## src/rtl/mem_port_arbiter_pkg.sv

```systemverilog
// rtl/mem_port_arbiter_pkg.sv - shared types and constants for the memory port arbiter
package mem_port_arbiter_pkg;

  typedef enum logic [1:0] {ST_IDLE, ST_CMD, ST_WAIT, ST_ACK} arb_state_t;
  typedef enum logic {OWN_FETCH, OWN_DATA} owner_t;

  localparam int MEM_LAT_MIN = 1;
  localparam int MEM_LAT_MAX = 15;
  localparam int LAT_CNT_W   = 4;

  function automatic bit mem_lat_legal(input int lat);
    return (lat >= MEM_LAT_MIN) && (lat <= MEM_LAT_MAX);
  endfunction

endpackage

```

## src/rtl/mem_port_arbiter_lat_counter.sv

```systemverilog
// rtl/mem_port_arbiter_lat_counter.sv - load/decrement latency down-counter with terminal flag
module mem_lat_counter
  import mem_port_arbiter_pkg::*;
#(
  parameter int W = LAT_CNT_W
) (
  input  logic         clk,
  input  logic         reset,
  input  logic         i_load,
  input  logic [W-1:0] i_load_val,
  input  logic         i_dec,
  output logic         o_terminal
);

  logic [W-1:0] r_count;

  always_ff @(posedge clk) begin
    if (!reset) begin
      r_count <= '0;
    end else if (i_load) begin
      r_count <= i_load_val;
    end else if (i_dec && (r_count != '0)) begin
      r_count <= r_count - 1'b1;
    end
  end

  // Terminal on 1, not 0: the last wait cycle is the one that samples memory.
  assign o_terminal = (r_count == W'(1));

endmodule

```

## src/rtl/mem_port_arbiter.sv

```systemverilog
// rtl/mem_port_arbiter.sv - shares one fixed-latency memory between fetch and data stages
module mem_port_arbiter
  import mem_port_arbiter_pkg::*;
#(
  parameter int ADDR_W  = 32,
  parameter int DATA_W  = 32,
  parameter int MEM_LAT = 2
) (
  input  logic              clk,
  input  logic              reset,
  input  logic              if_req,
  input  logic [ADDR_W-1:0] if_addr,
  input  logic              if_flush,
  output logic [DATA_W-1:0] if_rdata,
  output logic              if_ack,
  output logic              if_stall,
  input  logic              d_req,
  input  logic              d_we,
  input  logic [ADDR_W-1:0] d_addr,
  input  logic [DATA_W-1:0] d_wdata,
  output logic [DATA_W-1:0] d_rdata,
  output logic              d_ack,
  output logic              d_stall,
  output logic              mem_en,
  output logic              mem_we,
  output logic [ADDR_W-1:0] mem_addr,
  output logic [DATA_W-1:0] mem_wdata,
  input  logic [DATA_W-1:0] mem_rdata
);

  if (!mem_lat_legal(MEM_LAT)) begin : g_bad_lat
    $error("mem_port_arbiter: MEM_LAT must be 1..15");
  end

  localparam logic [LAT_CNT_W-1:0] LAT_LOAD = LAT_CNT_W'(MEM_LAT);

  arb_state_t r_state, w_next_state;
  owner_t     r_owner;
  logic       r_we;
  logic       r_cancel;
  logic       w_grant_d, w_grant_f;
  logic       w_cnt_load, w_cnt_dec, w_cnt_term;
  logic       w_done, w_drop;

  mem_lat_counter #(.W(LAT_CNT_W)) u_lat_counter (
    .clk        (clk),
    .reset      (reset),
    .i_load     (w_cnt_load),
    .i_load_val (LAT_LOAD),
    .i_dec      (w_cnt_dec),
    .o_terminal (w_cnt_term)
  );

  // A flush arriving in the final wait cycle still cancels the fetch response.
  assign w_drop = (r_owner == OWN_FETCH) && (r_cancel || if_flush);

  always_ff @(posedge clk) begin
    if (!reset) r_state <= ST_IDLE;
    else        r_state <= w_next_state;
  end

  always_comb begin
    w_next_state = r_state;
    w_grant_d    = 1'b0;
    w_grant_f    = 1'b0;
    w_cnt_load   = 1'b0;
    w_cnt_dec    = 1'b0;
    w_done       = 1'b0;
    unique case (r_state)
      ST_IDLE: begin
        if (d_req) begin
          w_grant_d    = 1'b1;
          w_next_state = ST_CMD;
        end else if (if_req && !if_flush) begin
          w_grant_f    = 1'b1;
          w_next_state = ST_CMD;
        end
      end
      ST_CMD: begin
        w_cnt_load   = 1'b1;
        w_next_state = ST_WAIT;
      end
      ST_WAIT: begin
        w_cnt_dec = 1'b1;
        if (w_cnt_term) begin
          w_done       = 1'b1;
          w_next_state = w_drop ? ST_IDLE : ST_ACK;
        end
      end
      ST_ACK:  w_next_state = ST_IDLE;
      default: w_next_state = ST_IDLE;
    endcase
  end

  always_ff @(posedge clk) begin
    if (!reset) begin
      r_owner   <= OWN_FETCH;
      r_we      <= 1'b0;
      r_cancel  <= 1'b0;
      mem_en    <= 1'b0;
      mem_we    <= 1'b0;
      mem_addr  <= '0;
      mem_wdata <= '0;
      if_ack    <= 1'b0;
      d_ack     <= 1'b0;
      if_rdata  <= '0;
      d_rdata   <= '0;
    end else begin
      mem_en <= 1'b0;
      mem_we <= 1'b0;
      if_ack <= 1'b0;
      d_ack  <= 1'b0;
      if (w_grant_d) begin
        r_owner   <= OWN_DATA;
        r_we      <= d_we;
        r_cancel  <= 1'b0;
        mem_en    <= 1'b1;
        mem_we    <= d_we;
        mem_addr  <= d_addr;
        mem_wdata <= d_wdata;
      end else if (w_grant_f) begin
        r_owner  <= OWN_FETCH;
        r_we     <= 1'b0;
        r_cancel <= 1'b0;
        mem_en   <= 1'b1;
        mem_addr <= if_addr;
      end
      if ((r_state == ST_CMD || r_state == ST_WAIT) && r_owner == OWN_FETCH && if_flush) begin
        r_cancel <= 1'b1;
      end
      if (w_done) begin
        if (r_owner == OWN_DATA) begin
          d_ack <= 1'b1;
          if (!r_we) d_rdata <= mem_rdata;
        end else if (!w_drop) begin
          if_ack   <= 1'b1;
          if_rdata <= mem_rdata;
        end
      end
    end
  end

  assign if_stall = if_req & ~if_ack;
  assign d_stall  = d_req & ~d_ack;

endmodule

```

## config.mk

```make
export PLATFORM = sky130hd
export DESIGN_NAME = mem_port_arbiter
export DESIGN_NICKNAME = d
export VERILOG_FILES = /design/src/rtl/mem_port_arbiter_pkg.sv /design/src/rtl/mem_port_arbiter_lat_counter.sv /design/src/rtl/mem_port_arbiter.sv
export SDC_FILE = /design/constraint.sdc
export NUM_CORES = 1
export LEC_CHECK = 0
export ABC_AREA = 0
export BUFFER_PORTS_ARGS = -buffer_cell sky130_fd_sc_hd__buf_2
export CAP_MARGIN = 20
export CORE_UTILIZATION = 46
export DETAILED_ROUTE_END_ITERATION = 6
export PLACE_DENSITY_LB_ADDON = 0.08
export SLEW_MARGIN = 20
export SYNTH_ARGS = -nofsm -noshare
export SYNTH_HDL_FRONTEND = slang
export SYNTH_HIERARCHICAL = 1
export SYNTH_SLANG_ARGS = --single-unit
```

## constraint.sdc

```tcl
create_clock -name clk -period 2.85 [get_ports clk]
set_clock_uncertainty 0.2 [all_clocks]
set_input_delay 0 -clock clk [delete_from_list [all_inputs] [get_ports clk]]
set_output_delay 0 -clock clk [all_outputs]
set_load 0.01 [all_outputs]
```

# Yosys cells after proc, flatten, opt, wreduce, memory -nomap -nowiden
# Index checks and enable logic that the tools add are counted.
# Widths: inputs -> output; s select.
[word_totals]
reg_bits = 141
out_inout_bits = 134
[classes]
add_sub_neg = 1
n_eq_ne = 6
n_mux = 27
n_bitwise = 9
n_reduce_logical = 20
[ops]
columns = ["cell", "n"]
rows = [
  ["$mux 32", 2],
  ["$mux 1", 18],
  ["$mux 2", 6],
  ["$pmux 2 s4", 1],
  ["$not 1->1", 7],
  ["$reduce_and 2->1", 3],
  ["$reduce_and 3->1", 2],
  ["$logic_and 1x1->1", 5],
  ["$eq 2x2->1 const B", 2],
  ["$eq 4x1->1 const B", 1],
  ["$reduce_bool 2->1", 2],
  ["$reduce_bool 4->1", 1],
  ["$sub 4x1->4 const B", 1],
  ["$ne 3x3->1 const B", 1],
  ["$reduce_bool 3->1", 1],
  ["$reduce_or 3->1", 1],
  ["$and 1x1->1", 2],
  ["$eq 2x1->1 const B", 1],
  ["$logic_not 2->1", 1],
  ["$logic_or 1x1->1", 2],
  ["$ne 2x1->1 const B", 1],
  ["$reduce_or 2->1", 1],
  ["$logic_not 1->1", 1],
]

# Logic depth before layout (Yosys ltp)
[logic_depth]
ltp_word = 8
mapped_depth = 9

# Cells and area by module
# Netlist, hierarchy kept.
[by_module_without_submodules]
columns = ["mod", "instances", "cells_per_inst", "area_each_um2", "seq_area_each_um2"]
rows = [
  ["mem_port_arbiter", 1, 645, 5088.6, 2742.6],
  ["mem_lat_counter", 1, 35, 271.5, 80.1],
]

# Worst setup path after synthesis
# Ideal clock, no wire load.
[synth_timing]
path_type = "reg2reg"
from = "register u_lat_counter.r_count[1]"
to = "register if_rdata[10]"
setup_time_ns = 0.132
arrival_time_ns = 1.656
required_ns = 2.518
path_slack_ns = 0.861
stages_incl_launch_ff = 10
n_path_buf = 2
path_cell_list = "dfxtp_1 > inv_1 > ha_1 > nor3b_1 > nand2_1 > or4_1 > buf_2 > buf_6 > nand2_1 > a21oi_1"
[synth_between]
elab_chain_cells = 4
[synth_rtl]
columns = ["element", "line_no", "rtl"]
rows = [
  ["start: declaration", "mem_port_arbiter_lat_counter.sv:15", "logic [W-1:0] r_count;"],
  ["start signal: assignment", "mem_port_arbiter_lat_counter.sv:21", "r_count <= i_load_val;"],
  ["start signal: assignment", "mem_port_arbiter_lat_counter.sv:23", "r_count <= r_count - 1'b1;"],
  ["$eq 4x1->1", "mem_port_arbiter_lat_counter.sv:28", "assign o_terminal = (r_count == W'(1));"],
  ["via w_cnt_term", "mem_port_arbiter.sv:42", "logic w_cnt_load, w_cnt_dec, w_cnt_term;"],
  ["$mux 1", "mem_port_arbiter.sv:85", "if (w_cnt_term) begin"],
  ["$mux 1", "mem_port_arbiter.sv:69", "unique case (r_state)"],
  ["$reduce_and 3->1 (no line)", "-", ""],
  ["end signal: assignment", "mem_port_arbiter.sv:137", "if_rdata <= mem_rdata;"],
  ["end: declaration", "mem_port_arbiter.sv:14", "output logic [DATA_W-1:0] if_rdata,"],
]
# The timed path passes the listed nets, and every way through them passes these cells.
# A chain may end at the register's enable or synchronous reset.

# Worst setup path in the final report
[layout_timing]
from = "register r_state[1]"
to = "register mem_addr[20]"
[layout_between]
elab_chain_cells = 3
elab_cells_between_ends = 5
cone_classes = "3 x mux; 2 x reduce/logical"
[layout_rtl]
columns = ["element", "line_no", "rtl"]
rows = [
  ["start: declaration", "mem_port_arbiter.sv:37", "arb_state_t r_state, w_next_state;"],
  ["start signal: assignment", "mem_port_arbiter.sv:59", "else r_state <= w_next_state;"],
  ["$logic_not 2->1 (*)", "mem_port_arbiter.sv:69", ""],
  ["$mux 1", "mem_port_arbiter.sv:69", ""],
  ["$mux 32 or $reduce_bool 2->1 (tied branches)", "-", ""],
  ["end signal: assignment", "mem_port_arbiter.sv:119", "mem_addr <= d_addr;"],
  ["end signal: assignment", "mem_port_arbiter.sv:126", "mem_addr <= if_addr;"],
  ["end: declaration", "mem_port_arbiter.sv:26", "output logic [ADDR_W-1:0] mem_addr,"],
]
# Every way passes the cells marked *; elsewhere a longest branch is shown, timed or not.

==> metrics.cfg <==
[status]
outcome=finished clean

[timing]
timing.final.max_slew_violations=0
hold_viol=0
worst_slack_ns=0.1767
time_the_worst_path_needs_with_i_o_delays_and_setup_ns=2.673
setup_tns_ns=0
rsz0062_at_grt=no
normalized_max_slew_margin=0.5357
min_period_over_period=0.9380
fmaxAchievable_mhz=374.1
whs_ns=0.05621
max_slew.worst_pin.slew_ns=0.6964
finalSetupViolCount=0

[flow_run]
max_cap_viols=0

[clocking]
cts_tree=done
cts-root-buf=sky130_fd_sc_hd__clkbuf_16
cts_repair_resize_count=0
cts_max_level=4
insertion_delay_ns=0.41
tritoncts_num_sinks=141
clk_path_buf_depth=2
cts.reportedPaths.clkPinSlew_ns=0.06
cts_inserted_buffers=17

[global_routing]
pin_count_of_the_biggest_net_entering_global_routing=69
number_of_global_route_vias_before_repair=5881
gr-total-overflow=0
number_of_antenna_violations_at_the_first_check_in_global_routing=0
grt_pass1_wl_um=27030
grt_use_total=0.2921

[pwr]
irDropWorstVdd_v=0.0004833
power.density_cell_area_nw_per_um2=731.4
leakage_power_total_nw=3.982
p_total_mw=6.291

[route]
ant_nets=0
post_drt_via_cell_ratio=5.129
drt_first_pass_iters=5
remaining_drc_errors=0
drt_wl_total_um=18020
dr.first_iter.drc_count=381
route.detailed.wl_per_inst_um=14.84
vias=6226

[placement]
numPortBuffers=267
hpwlAfterDp_um=10620
globalplace.congestion=0.7667
placed_cells_incl_taps=1051
postPlaceCellArea_um2=6759
dp_worst_setup_slack_ns=0.6494

[final_layout]
insertedDiodeCount=0
fin_util=0.7565
final_area_um2=8601
final_layout_size_suffix_gt1_frac=0.2923
post_layout_nonfiller_instances=1214
syn2layout_area_growth_pct=60.46
finish.net_count=1199

[setup_path]
worstPathMaxFanout=32
worst_ep_arrival_time_ns=2.83
crit_path_end_kind=flop
crit_required_ns=3.00
worst-setup-path-type=flop to flop
critPathLaunchType=flop

[die]
design.core.area_um2=11370
rows=39
die_area_um2=12090
i_o_pins=268
die_w_um=109.9
starting_density=0.4714
fp.dieH_um=109.9

[synth]
syn_avg_cell_area_um2=7.883
ys_seq_area_frac=0.5266
postSynthCellCount=680
syn-cell-area_um2=5360
synth-warning-count=6
synth_area_leader_cell=sky130_fd_sc_hd__dfxtp_1
synth_largest_type_area_fraction=0.5266
synth.distinct_cells=35
synth.area.top_cells=sky130_fd_sc_hd__dfxtp_1, sky130_fd_sc_hd__nand2_1, sky130_fd_sc_hd__a21oi_1
synth-seq-cells=141

[hold_path]
hold_path.class=input pin to flop

kinds of logic (layout without fill, tap and decap cells):
kind of cell	Yosys count	count (layout)	synth area share
and+or+nand+nor	325	325	0.2381
AOI/OAI and AO/OA	145	145	0.1653
DFF	141	141	0.5266
buffers and inverters	61	450	0.05462
adders and majority gates	6	6	0.01401
other	2	4	0.001401
layout by cell type (no fill, tap or decap), types with 2 or more instances in the layout:
| cell type | Yosys | layout |
|---|---|---|
| sky130_fd_sc_hd__a2111o_1 | 2 | 2 |
| sky130_fd_sc_hd__a21oi_1 | 98 | 98 |
| sky130_fd_sc_hd__a311oi_1 | 33 | 33 |
| sky130_fd_sc_hd__a31oi_1 | 2 | 2 |
| sky130_fd_sc_hd__buf_12 | 0 | 3 |
| sky130_fd_sc_hd__buf_2 | 21 | 267 |
| sky130_fd_sc_hd__buf_4 | 4 | 7 |
| sky130_fd_sc_hd__clkbuf_1 | 22 | 3 |
| sky130_fd_sc_hd__clkbuf_16 | 0 | 17 |
| sky130_fd_sc_hd__clkbuf_8 | 0 | 3 |
| sky130_fd_sc_hd__clkinv_2 | 0 | 7 |
| sky130_fd_sc_hd__conb_1 | 2 | 4 |
| sky130_fd_sc_hd__dfxtp_1 | 141 | 141 |
| sky130_fd_sc_hd__dlygate4sd3_1 | 0 | 132 |
| sky130_fd_sc_hd__ha_1 | 6 | 6 |
| sky130_fd_sc_hd__inv_1 | 9 | 9 |
| sky130_fd_sc_hd__nand2_1 | 261 | 260 |
| sky130_fd_sc_hd__nand3_1 | 5 | 5 |
| sky130_fd_sc_hd__nand4_1 | 3 | 3 |
| sky130_fd_sc_hd__nor2_1 | 44 | 43 |
| sky130_fd_sc_hd__nor2b_1 | 3 | 3 |
| sky130_fd_sc_hd__o21ai_0 | 4 | 4 |
worst paths after layout:
path / from / endpoint / slack (ns) / cells after the start
max reg2reg: r_state[1]$_SDFFE_PN0P_ / mem_addr[20]$_SDFFE_PN0P_ / 0.18 / 7
min reg2reg: d_rdata[13]$_SDFFE_PN0P_ / d_rdata[13]$_SDFFE_PN0P_ / 0.25 / 2
max: r_state[1]$_SDFFE_PN0P_ / mem_addr[20]$_SDFFE_PN0P_ / 0.18 / 7
min: if_req / mem_en$_SDFF_PN0_ / 0.06 / 4
cells in the mapped netlist (all sizes together):
cell type and instances:
nand4b 1, and3 1, dfxtp 141, a2111o 2
a31oi 2, nor3 1, nand4 3, buf 29
nand3 5, nor3b 1, nor2b 3, nor4 1
conb 2, ha 6, a211oi 1, a31o 1
o32a 1, a22oi 1, a311oi 33, or2 1
nor2 44, clkbuf 22, and2 1, a41o 1
or3b 1, inv 10, a21oi 98, or4 1
o21ai 4, o21a 1, nand2 261
per-layer routing:
| metal | vias up | track usage | wire, um |
|---|---|---|---|
| met5 | - | 0 | 0 |
| met4 | 0 | 0.1590 | 620 |
| met3 | 51 | 0.07469 | 1294 |
| met2 | 268 | 0.5179 | 9105 |
| met1 | 2900 | 0.3165 | 6996 |
| li1 | 3007 | - | - |
sequential cells by signal (all words and copies together) (netlist names):
signal                 cells
d_ack                      1
mem_addr                  32
if_ack                     1
r_cancel                   1
r_we                       1
d_rdata                   32
r_owner                    1
r_state                    2
mem_en                     1
mem_we                     1
if_rdata                  32
mem_wdata                 32
u_lat_counter/r_count      4
power breakdown:
group / internal, mW / switching [mW] / leakage (nW)
logic: 0.852 / 1.06 / 2.57
clock network: 1.16 / 0.795 / 0.262
registers: 2.25 / 0.166 / 1.15
total: 4.27 / 2.02 / 3.98
worst max-delay path, stage by stage (launching register included):
cell and delay [ns]:
sky130_fd_sc_hd__dfxtp_1 0.32, sky130_fd_sc_hd__inv_1 0.12, sky130_fd_sc_hd__ha_1 0.25, sky130_fd_sc_hd__and2_2 0.49, sky130_fd_sc_hd__buf_12 0.25, sky130_fd_sc_hd__nand2_1 0.08
sky130_fd_sc_hd__a311oi_1 0.28, sky130_fd_sc_hd__dlygate4sd3_1 0.60
area by class of cell:
| class | instances | area, um2 |
|---|---|---|
| Sequential cell | 141 | 2823 |
| Timing Repair Buffer | 409 | 2770 |
| Fill cell | 835 | 2769 |
| Multi-Input combinational cell | 480 | 2268 |
| Clock buffer | 23 | 478.0 |
| Tap cell | 143 | 178.9 |
| Clock inverter | 8 | 42.54 |
| Inverter | 10 | 40.04 |
what timing repair did:
| action | CTS | global route |
|---|---|---|
| hold endpoints to repair | 138 | 0 |
| setup buffers | 0 | 0 |
| hold buffers | 132 | 0 |
(Power assumes the default switching activity.)
